$ cat src/rtl/vga_timing_gen.sv
// rtl/vga_timing_gen.sv - VGA raster counters, sync/visible decode and aligned delay line
module vga_timing_gen #(
  parameter int H_VISIBLE  = 640,
  parameter int H_FP       = 16,
  parameter int H_SYNC     = 96,
  parameter int H_BP       = 48,
  parameter int V_VISIBLE  = 480,
  parameter int V_FP       = 10,
  parameter int V_SYNC     = 2,
  parameter int V_BP       = 33,
  parameter bit SYNC_POL   = 1'b0,
  parameter int PIPE_DELAY = 2
) (
  input  logic       clk,
  input  logic       rst,
  input  logic       pix_en,
  output logic [9:0] hc,
  output logic [9:0] vc,
  output logic       visible,
  output logic       hsync,
  output logic       vsync,
  output logic       line_start,
  output logic       frame_start,
  output logic       hsync_d,
  output logic       vsync_d,
  output logic       visible_d
);

  localparam int H_TOTAL = H_VISIBLE + H_FP + H_SYNC + H_BP;
  localparam int V_TOTAL = V_VISIBLE + V_FP + V_SYNC + V_BP;

  localparam logic [9:0] H_LAST   = 10'(H_TOTAL - 1);
  localparam logic [9:0] V_LAST   = 10'(V_TOTAL - 1);
  localparam logic [9:0] H_VIS    = 10'(H_VISIBLE);
  localparam logic [9:0] V_VIS    = 10'(V_VISIBLE);
  localparam logic [9:0] HS_FIRST = 10'(H_VISIBLE + H_FP);
  localparam logic [9:0] HS_LAST  = 10'(H_VISIBLE + H_FP + H_SYNC - 1);
  localparam logic [9:0] VS_FIRST = 10'(V_VISIBLE + V_FP);
  localparam logic [9:0] VS_LAST  = 10'(V_VISIBLE + V_FP + V_SYNC - 1);

  // Inactive {hsync, vsync, visible}, loaded into every delay stage on reset
  localparam logic [2:0] IDLE = {~SYNC_POL, ~SYNC_POL, 1'b0};

  logic [9:0] hc_q, hc_d;
  logic [9:0] vc_q, vc_d;

  always_ff @(posedge clk or negedge rst) begin
    if (!rst) begin
      hc_q <= '0;
      vc_q <= '0;
    end else begin
      hc_q <= hc_d;
      vc_q <= vc_d;
    end
  end

  always_comb begin
    hc_d = hc_q;
    vc_d = vc_q;
    if (pix_en) begin
      if (hc_q == H_LAST) begin
        hc_d = '0;
        vc_d = (vc_q == V_LAST) ? '0 : vc_q + 10'd1;
      end else begin
        hc_d = hc_q + 10'd1;
      end
    end
  end

  logic hs_act, vs_act;

  always_comb begin
    hs_act      = (hc_q >= HS_FIRST) && (hc_q <= HS_LAST);
    vs_act      = (vc_q >= VS_FIRST) && (vc_q <= VS_LAST);
    hsync       = hs_act ? SYNC_POL : ~SYNC_POL;
    vsync       = vs_act ? SYNC_POL : ~SYNC_POL;
    visible     = (hc_q < H_VIS) && (vc_q < V_VIS);
    line_start  = pix_en && (hc_q == '0);
    frame_start = pix_en && (hc_q == '0) && (vc_q == '0);
  end

  assign hc = hc_q;
  assign vc = vc_q;

  generate
    if (PIPE_DELAY == 0) begin : g_nodelay
      assign {hsync_d, vsync_d, visible_d} = {hsync, vsync, visible};
    end else begin : g_delay
      logic [2:0] pipe_q [PIPE_DELAY];

      always_ff @(posedge clk or negedge rst) begin
        if (!rst) begin
          for (int i = 0; i < PIPE_DELAY; i++) pipe_q[i] <= IDLE;
        end else if (pix_en) begin
          pipe_q[0] <= {hsync, vsync, visible};
          for (int i = 1; i < PIPE_DELAY; i++) pipe_q[i] <= pipe_q[i-1];
        end
      end

      assign {hsync_d, vsync_d, visible_d} = pipe_q[PIPE_DELAY-1];
    end
  endgenerate

endmodule

$ cat config.mk
export PLATFORM = sky130hd
export DESIGN_NAME = vga_timing_gen
export DESIGN_NICKNAME = d
export VERILOG_FILES = /design/src/rtl/vga_timing_gen.sv
export SDC_FILE = /design/constraint.sdc
export NUM_CORES = 1
export LEC_CHECK = 0
export ABC_AREA = 1
export CORE_MARGIN = 2
export CORE_UTILIZATION = 55
export DETAILED_ROUTE_END_ITERATION = 10
export PLACE_DENSITY = 0.8
export SLEW_MARGIN = 20
export SYNTH_ARGS = -nofsm -noshare
export SYNTH_HDL_FRONTEND = slang
export SYNTH_SLANG_ARGS = --single-unit
$ cat constraint.sdc
create_clock -name clk -period 4.5 [get_ports clk]
set_clock_uncertainty 0.2 [all_clocks]
set_input_delay 1.35 -clock clk [delete_from_list [all_inputs] [get_ports clk]]
set_output_delay 1.35 -clock clk [all_outputs]
set_load 0.01 [all_outputs]
Word-level counts from Yosys, hierarchy flattened
Index checks and enable logic that the tools add are counted.
Word-level totals
  register bits: 26
  logic and storage cells: 26
  output and inout port bits: 28
  input port bits: 3
Operators by class
  add/sub/neg operators: 2
  magnitude comparators: 6
  eq/ne operators: 2
  multiplexer cells: 4
  reduce and logical (&&, ||, !) cells: 8
Operators by type and width (number)
  adder 10 x 1 -> 10 bit (second input constant): 2
  equality test 10 bit (second input constant): 2
  logical NOT 10 bit: 2
  two-way mux 10 bit: 2
  greater-or-equal comparator 10 bit (second input constant): 1
  greater-or-equal comparator 10 x 9 -> 1 bit (second input constant): 1
  less-or-equal comparator 10 bit (second input constant): 1
  less-or-equal comparator 10 x 9 -> 1 bit (second input constant): 1
  less-than comparator 10 bit (second input constant): 1
  less-than comparator 10 x 9 -> 1 bit (second input constant): 1
  logical AND 1 bit: 5
  two-way mux 1 bit: 2
  AND reduction 2 bit: 1

Longest topological paths before layout
Gate-level depths: netlist (run 1).
  depth in word-level cells: 3
  mapped depth: 8
  mapped depth without buffers: 8

Worst setup path before layout (run 1)
Ideal clock, no wire load.
  path kind: input port to output port
  start: input pix_en
  end: output frame_start
  setup slack: 1.078 ns
  data arrival time: 1.872 ns
  data required time: 2.950 ns
  path buffers: 0
  stages on the path: 2
  path through: nand4_1 -> nor4_1
On the way
  cells in the longest elaborated chain, start to end: 2
RTL lines
  start, declared: RTL line 16  | input logic pix_en,
  logical AND 1 bit (2 in a row): RTL line 79  | frame_start = pix_en && (hc_q == '0) && (vc_q == '0);
  end, declared: RTL line 23  | output logic frame_start,
No other way between the ends.

Final worst setup path (run 1)
Ends and elaborated chain as after synthesis.

==> results of run 1 <==
==> per-layer routing <==
| layer | up-vias | wire [microns] | global-route usage [%] |
|---|---|---|---|
| met5 | - | 0 | 0 |
| met4 | 0 | 36 | 6.31 |
| met3 | 4 | 147 | 2.72 |
| met2 | 45 | 1670 | 38.1 |
| met1 | 666 | 1580 | 31.0 |
| li1 | 736 | - | - |
==> worst reg2reg max path: cells and delay by family, from the launching register on <==
family        cells  cell delay [ns]
buf+inv           1             0.16
simple gates      6             0.77
flops             1             0.44
fa+ha+maj         1             0.21
==> metrics by stage <==
stage          cells  utilization [%]
2_1_floorplan    209                -
3_3_place_gp     267             69.1
4_1_cts          271             70.0
6_report         271             70.1
3_5_place_dp     267             69.1
5_1_grt          271             70.1
==> Yosys cell counts, drive strengths merged <==
master and number:
nand2 61, inv 26, nor2 26, dfrtp 22
nand3 19, o21ai 13, nand4 11, ha 5
xor2 5, buf 4, dfstp 4, a21oi 3
nor3 3, nor4 2, xnor2 2, clkbuf 1
nand3b 1, or2 1
==> state kept, by name (all words and copies together) (netlist names) <==
| signal | cells |
|---|---|
| visible_d | 1 |
| vsync_d | 1 |
| vc | 10 |
| hsync_d | 1 |
| hc | 10 |
| g_delay.pipe_q | 3 |
==> area by class of cell <==
class / instances / area [sq um] / share of cell area (%)
clock buffer: 4 / 26.3 / 1.37
inverter: 26 / 97.6 / 5.09
multi-input combinational: 152 / 787 / 41.1
sequential: 26 / 656 / 34.2
tap: 31 / 38.8 / 2.02
timing repair buffer: 32 / 310 / 16.2
==> kinds of logic after synthesis <==
group | count (synthesis) | synth area share, %
simple gates | 124 | 36.9
buf+inv | 31 | 8.16
flops | 26 | 41.9
compound gates | 16 | 5.12
xor+xnor | 7 | 3.92
fa+ha+maj | 5 | 4.00
==> final timing paths <==
check	endpoint	depth (start not counted)
max in group asynchronous	g_delay.pipe_q[5]	2
hold / removal	vsync_d	2
hold reg to reg	vsync_d	2
setup / recovery	frame_start	4
setup reg to reg	vc[3]	8
min in group asynchronous	vc[8]	1
==> where the power goes <==
| part | internal, W | switching [W] |
|---|---|---|
| sequential | 0.000286 | 0.0000734 |
| combinational | 0.000151 | 0.000173 |
| clock | 0.0000346 | 0.0000659 |
==> flow_summary_export.csv, run 1 <==
group,metric,value,unit
place,dpl_cell_area,1890,sq um
layout,final_area,1920,sq um
setup_path,worst_path_largest_cell_delay,0.59,ns
logic_synthesis,synth_top_cell_area_share,35.2,%
logic_synthesis,yosys.cell_types.count,25,
clock_tree,cts_sinks,26,
place,place_congestion,0.884,
logic_synthesis,syn_area,1560,sq um
place,portBuffers,30,
sta,hold_slack,0.272,ns
floorplanning,start_util,57.2,%
clock_tree,cts-buffers-inserted,3,
setup_path,crit_required,2.95,ns
floorplanning,dieArea,3290,sq um
setup_path,path_buf_inv,2,
sta,slew_violations,0,
setup_path,rr_startpoint,"hc[0]",
layout,n_fill_cell,221,
logic_synthesis,synthesis.instances,209,
run,cap_violations,0,
setup_path,critPathArrivalTime,2.86,ns
setup_path,startpoint_type,"primary input",
floorplanning,pin_count,31,
setup_path,crit_slowest_cell,"clkdlybuf4s50_1",
run_status,status,"complete, no violations",
power_and_ir_drop,leakagePower,0.928,nW
floorplanning,core,2730,sq um
logic_synthesis,synth_largest_area_cell,"dfrtp_1",
min_path,holdCritPathClass,"reg -> reg",
clock_tree,htree_levels,1,
sta,setup_violations,0,
sta,setup_ws,0.0919,ns
floorplanning,die_width,57.3,microns
clock_tree,holdBufCountCts,0,
logic_synthesis,yosysSeqAreaShare,41.9,%
clock_tree,cts_tree,"built",
sta,finalCritPeriodShare,98.0,%
global_route,overflow,0,
drt,vias,1451,
power_and_ir_drop,powerDensity,409,nW/um^2
layout,layout_common_cells,"nand2_1, clkdlybuf4s50_1, nor2_1, dfrtp_1, inv_1",
sta,period_needed,4.41,ns
sta,finalHoldViolations,0,
power_and_ir_drop,power,0.000784,W
setup_path,timing.setup.critical_path_class,"in -> out",
clock_tree,cts-root-buf,"clkbuf_4",
clock_tree,clk_pin_slew,0.13,ns
drt,dr.pass1.iters,4,
global_route,grt_antenna_before_repair,0,
drt,detail-route-antenna-nets,0,
logic_synthesis,syn-num-nets,217,
drt,drc,0,
logic_synthesis,synth_area_leaders,"dfrtp_1, nand2_1, dfstp_2",
layout,drive_above_1_share,9.58,%
floorplanning,die_h,57.3,microns
drt,drtIter0Drc,71,
setup_path,cp_cell_sequence,"clkdlybuf4s50_1 -> nand4_1 -> nor4_2 -> clkdlybuf4s50_1",
layout,area_delta_synth_final,22.5,%
layout,final_nets,249,
floorplanning,rows,19,
clock_tree,clk_latency,0.31,ns
min_path,min-delay-start,"vsync_d",
place,dp_hpwl,2620,microns
global_route,grt_max_degree,24,
drt,wirelength,3430,microns
drt,wl_per_cell,12.7,microns
clock_tree,cts_buffer_depth,2,
clock_tree,cts_setup_buffers,0,
layout,final_common_cell,"nand2_1",
global_route,grt_pass1_vias,1410,
setup_path,cp_top_family,"buffers and inverters",
setup_path,reg2reg_slack,2.63,ns
layout,diodes,0,
sta,fmax,227,MHz
place,place_ws,0.0600,ns
sta,worst_pin_slew,0.513,ns
logic_synthesis,synth_warnings,0,
clock_tree,ctsResizeCount,0,
sta,fin_setup_tns,0,ns
setup_path,endpoint_kind,"primary output",
logic_synthesis,syn_area_per_cell,7.48,sq um
power_and_ir_drop,ir_drop,0.000328,V
setup_path,startpoint,"pix_en",
global_route,track_usage,22.6,%
sta,rsz0062_at_grt,"false",
setup_path,path_common_cell,"clkdlybuf4s50_1",
sta,relSlewSlack,65.8,%
global_route,grt_pass1_wl,5980,microns
logic_synthesis,ys_ff_latch,26,
setup_path,critPathMaxFanout,2,
drt,vias_per_cell,5.35,
Power figures use the tool's default switching activity.
==> inputs of run 2 (changes only) <==
Settings changed: HOLD_SLACK_MARGIN from default to 0.02.
==> results of run 2 <==
No change in the layout: final DEF, timing and power equal those of run 1.
==> inputs of run 3 (changes only) <==
Settings changed: CAP_MARGIN from default to 40.
==> flow_summary_export.csv, run 3 (same netlist as run 1, synthesis figures left out) <==
group,metric,value,unit
clock_tree,cts-buffers-inserted,3,
sta,finalCritPeriodShare,94.4,%
setup_path,critPathMaxFanout,2,
setup_path,rr_worst_depth,8,
setup_path,endpoint_kind,"primary output",
floorplanning,rows,19,
layout,area_delta_synth_final,23.9,%
setup_path,crit_required,2.95,ns
min_path,holdPathStages,2,
clock_tree,clk_latency,0.32,ns
run_status,status,"complete, no violations",
clock_tree,htree_levels,1,
clock_tree,cts_sinks,26,
drt,vias,1489,
clock_tree,holdBufCountCts,0,
min_path,holdCritPathClass,"reg -> reg",
sta,rsz0062_at_grt,"false",
power_and_ir_drop,leakagePower,0.954,nW
setup_path,critPathArrivalTime,2.70,ns
sta,period_needed,4.25,ns
floorplanning,die_width,57.3,microns
drt,detail-route-antenna-nets,0,
sta,setup_violations,0,
drt,wirelength,3480,microns
layout,drive_above_1_share,9.54,%
sta,slew_violations,0,
layout,final_nets,250,
sta,worst_pin_slew,0.510,ns
global_route,grt_pass1_wl,5790,microns
floorplanning,core,2730,sq um
setup_path,startpoint_type,"primary input",
drt,dr.pass1.iters,4,
global_route,track_usage,22.3,%
floorplanning,pin_count,31,
place,dpl_cell_area,1900,sq um
setup_path,r2r-end,"vc[3]",
sta,fin_setup_tns,0,ns
sta,fmax,235,MHz
min_path,hold-path-endpoint,"vsync_d",
clock_tree,cts-root-buf,"clkbuf_4",
sta,setup_ws,0.253,ns
floorplanning,dieArea,3290,sq um
layout,final_area,1940,sq um
power_and_ir_drop,powerDensity,408,nW/um^2
place,portBuffers,30,
clock_tree,cts_tree,"built",
floorplanning,start_util,57.2,%
clock_tree,cts_buffer_depth,2,
drt,drtIter0Drc,77,
place,place_congestion,0.884,
place,place_ws,0.0618,ns
layout,layout_common_cells,"nand2_1, clkdlybuf4s50_1, nor2_1, dfrtp_1, inv_1",
setup_path,reg2reg_slack,2.64,ns
run,cap_violations,0,
layout,diodes,0,
place,dp_hpwl,2710,microns
clock_tree,clk_pin_slew,0.13,ns
drt,wl_per_cell,12.8,microns
sta,relSlewSlack,65.9,%
drt,vias_per_cell,5.47,
global_route,grt_max_degree,15,
power_and_ir_drop,ir_drop,0.000363,V
global_route,overflow,0,
clock_tree,ctsResizeCount,0,
global_route,grt_pass1_vias,1375,
drt,drc,0,
sta,finalHoldViolations,0,
floorplanning,die_h,57.3,microns
setup_path,rr_startpoint,"hc[0]",
clock_tree,cts_setup_buffers,0,
layout,final_common_cell,"nand2_1",
min_path,min-delay-start,"vsync_d",
setup_path,timing.setup.critical_path_class,"in -> out",
global_route,grt_antenna_before_repair,0,
==> run 3: per-layer routing <==
metal	global-route usage [%]	part of all wire (%)
met4	7.31	1.3
met1	30.0	45
met3	2.72	5.0
met2	37.8	49
met5	0	0
==> run 3: worst max-delay path by stage <==
| stage | from | end | slack (ns) | depth (start not counted) |
|---|---|---|---|---|
| after global routing | pix_en | line_start | 0.22 | 4 |
| final | pix_en | line_start | 0.25 | 4 |
| after floorplan | pix_en | frame_start | 1.08 | 2 |
| after global placement | pix_en | frame_start | 0.06 | 4 |
| after CTS | pix_en | frame_start | 0.04 | 4 |
| after detailed placement | pix_en | frame_start | 0.06 | 4 |
==> run 3: critical path: stages <==
cell and delay (ns):
clkdlybuf4s50_1 0.49, nand4_1 0.15, nor2_1 0.14, clkdlybuf4s50_1 0.56
==> run 3: power breakdown <==
group	leakage, nW	switching (W)	internal, W	total [W]
Combinational	0.635	0.000175	0.000153	0.000328
Clock	0.0150	0.0000682	0.0000348	0.000103
Sequential	0.304	0.0000745	0.000286	0.000361
==> run 3: through the flow <==
| step | std cells | power [W] | util (%) | hold WS (ns) |
|---|---|---|---|---|
| 2_1_floorplan | 209 | 0.000532 | - | 0.247 |
| 3_3_place_gp | 267 | 0.000678 | 69.1 | 0.252 |
| 3_5_place_dp | 268 | 0.000692 | 69.6 | 0.257 |
| 4_1_cts | 272 | 0.000795 | 70.6 | 0.276 |
| 5_1_grt | 272 | 0.000847 | 70.9 | 0.296 |
| 6_report | 272 | 0.000791 | 70.9 | 0.273 |
==> run 3: final cells by class <==
class                      instances  area, sq um
timing repair buffer              33          333
fill                             217          796
inverter                          26         97.6
tap                               31         38.8
multi-input combinational        152          787
clock buffer                       4         26.3
sequential                        26          656
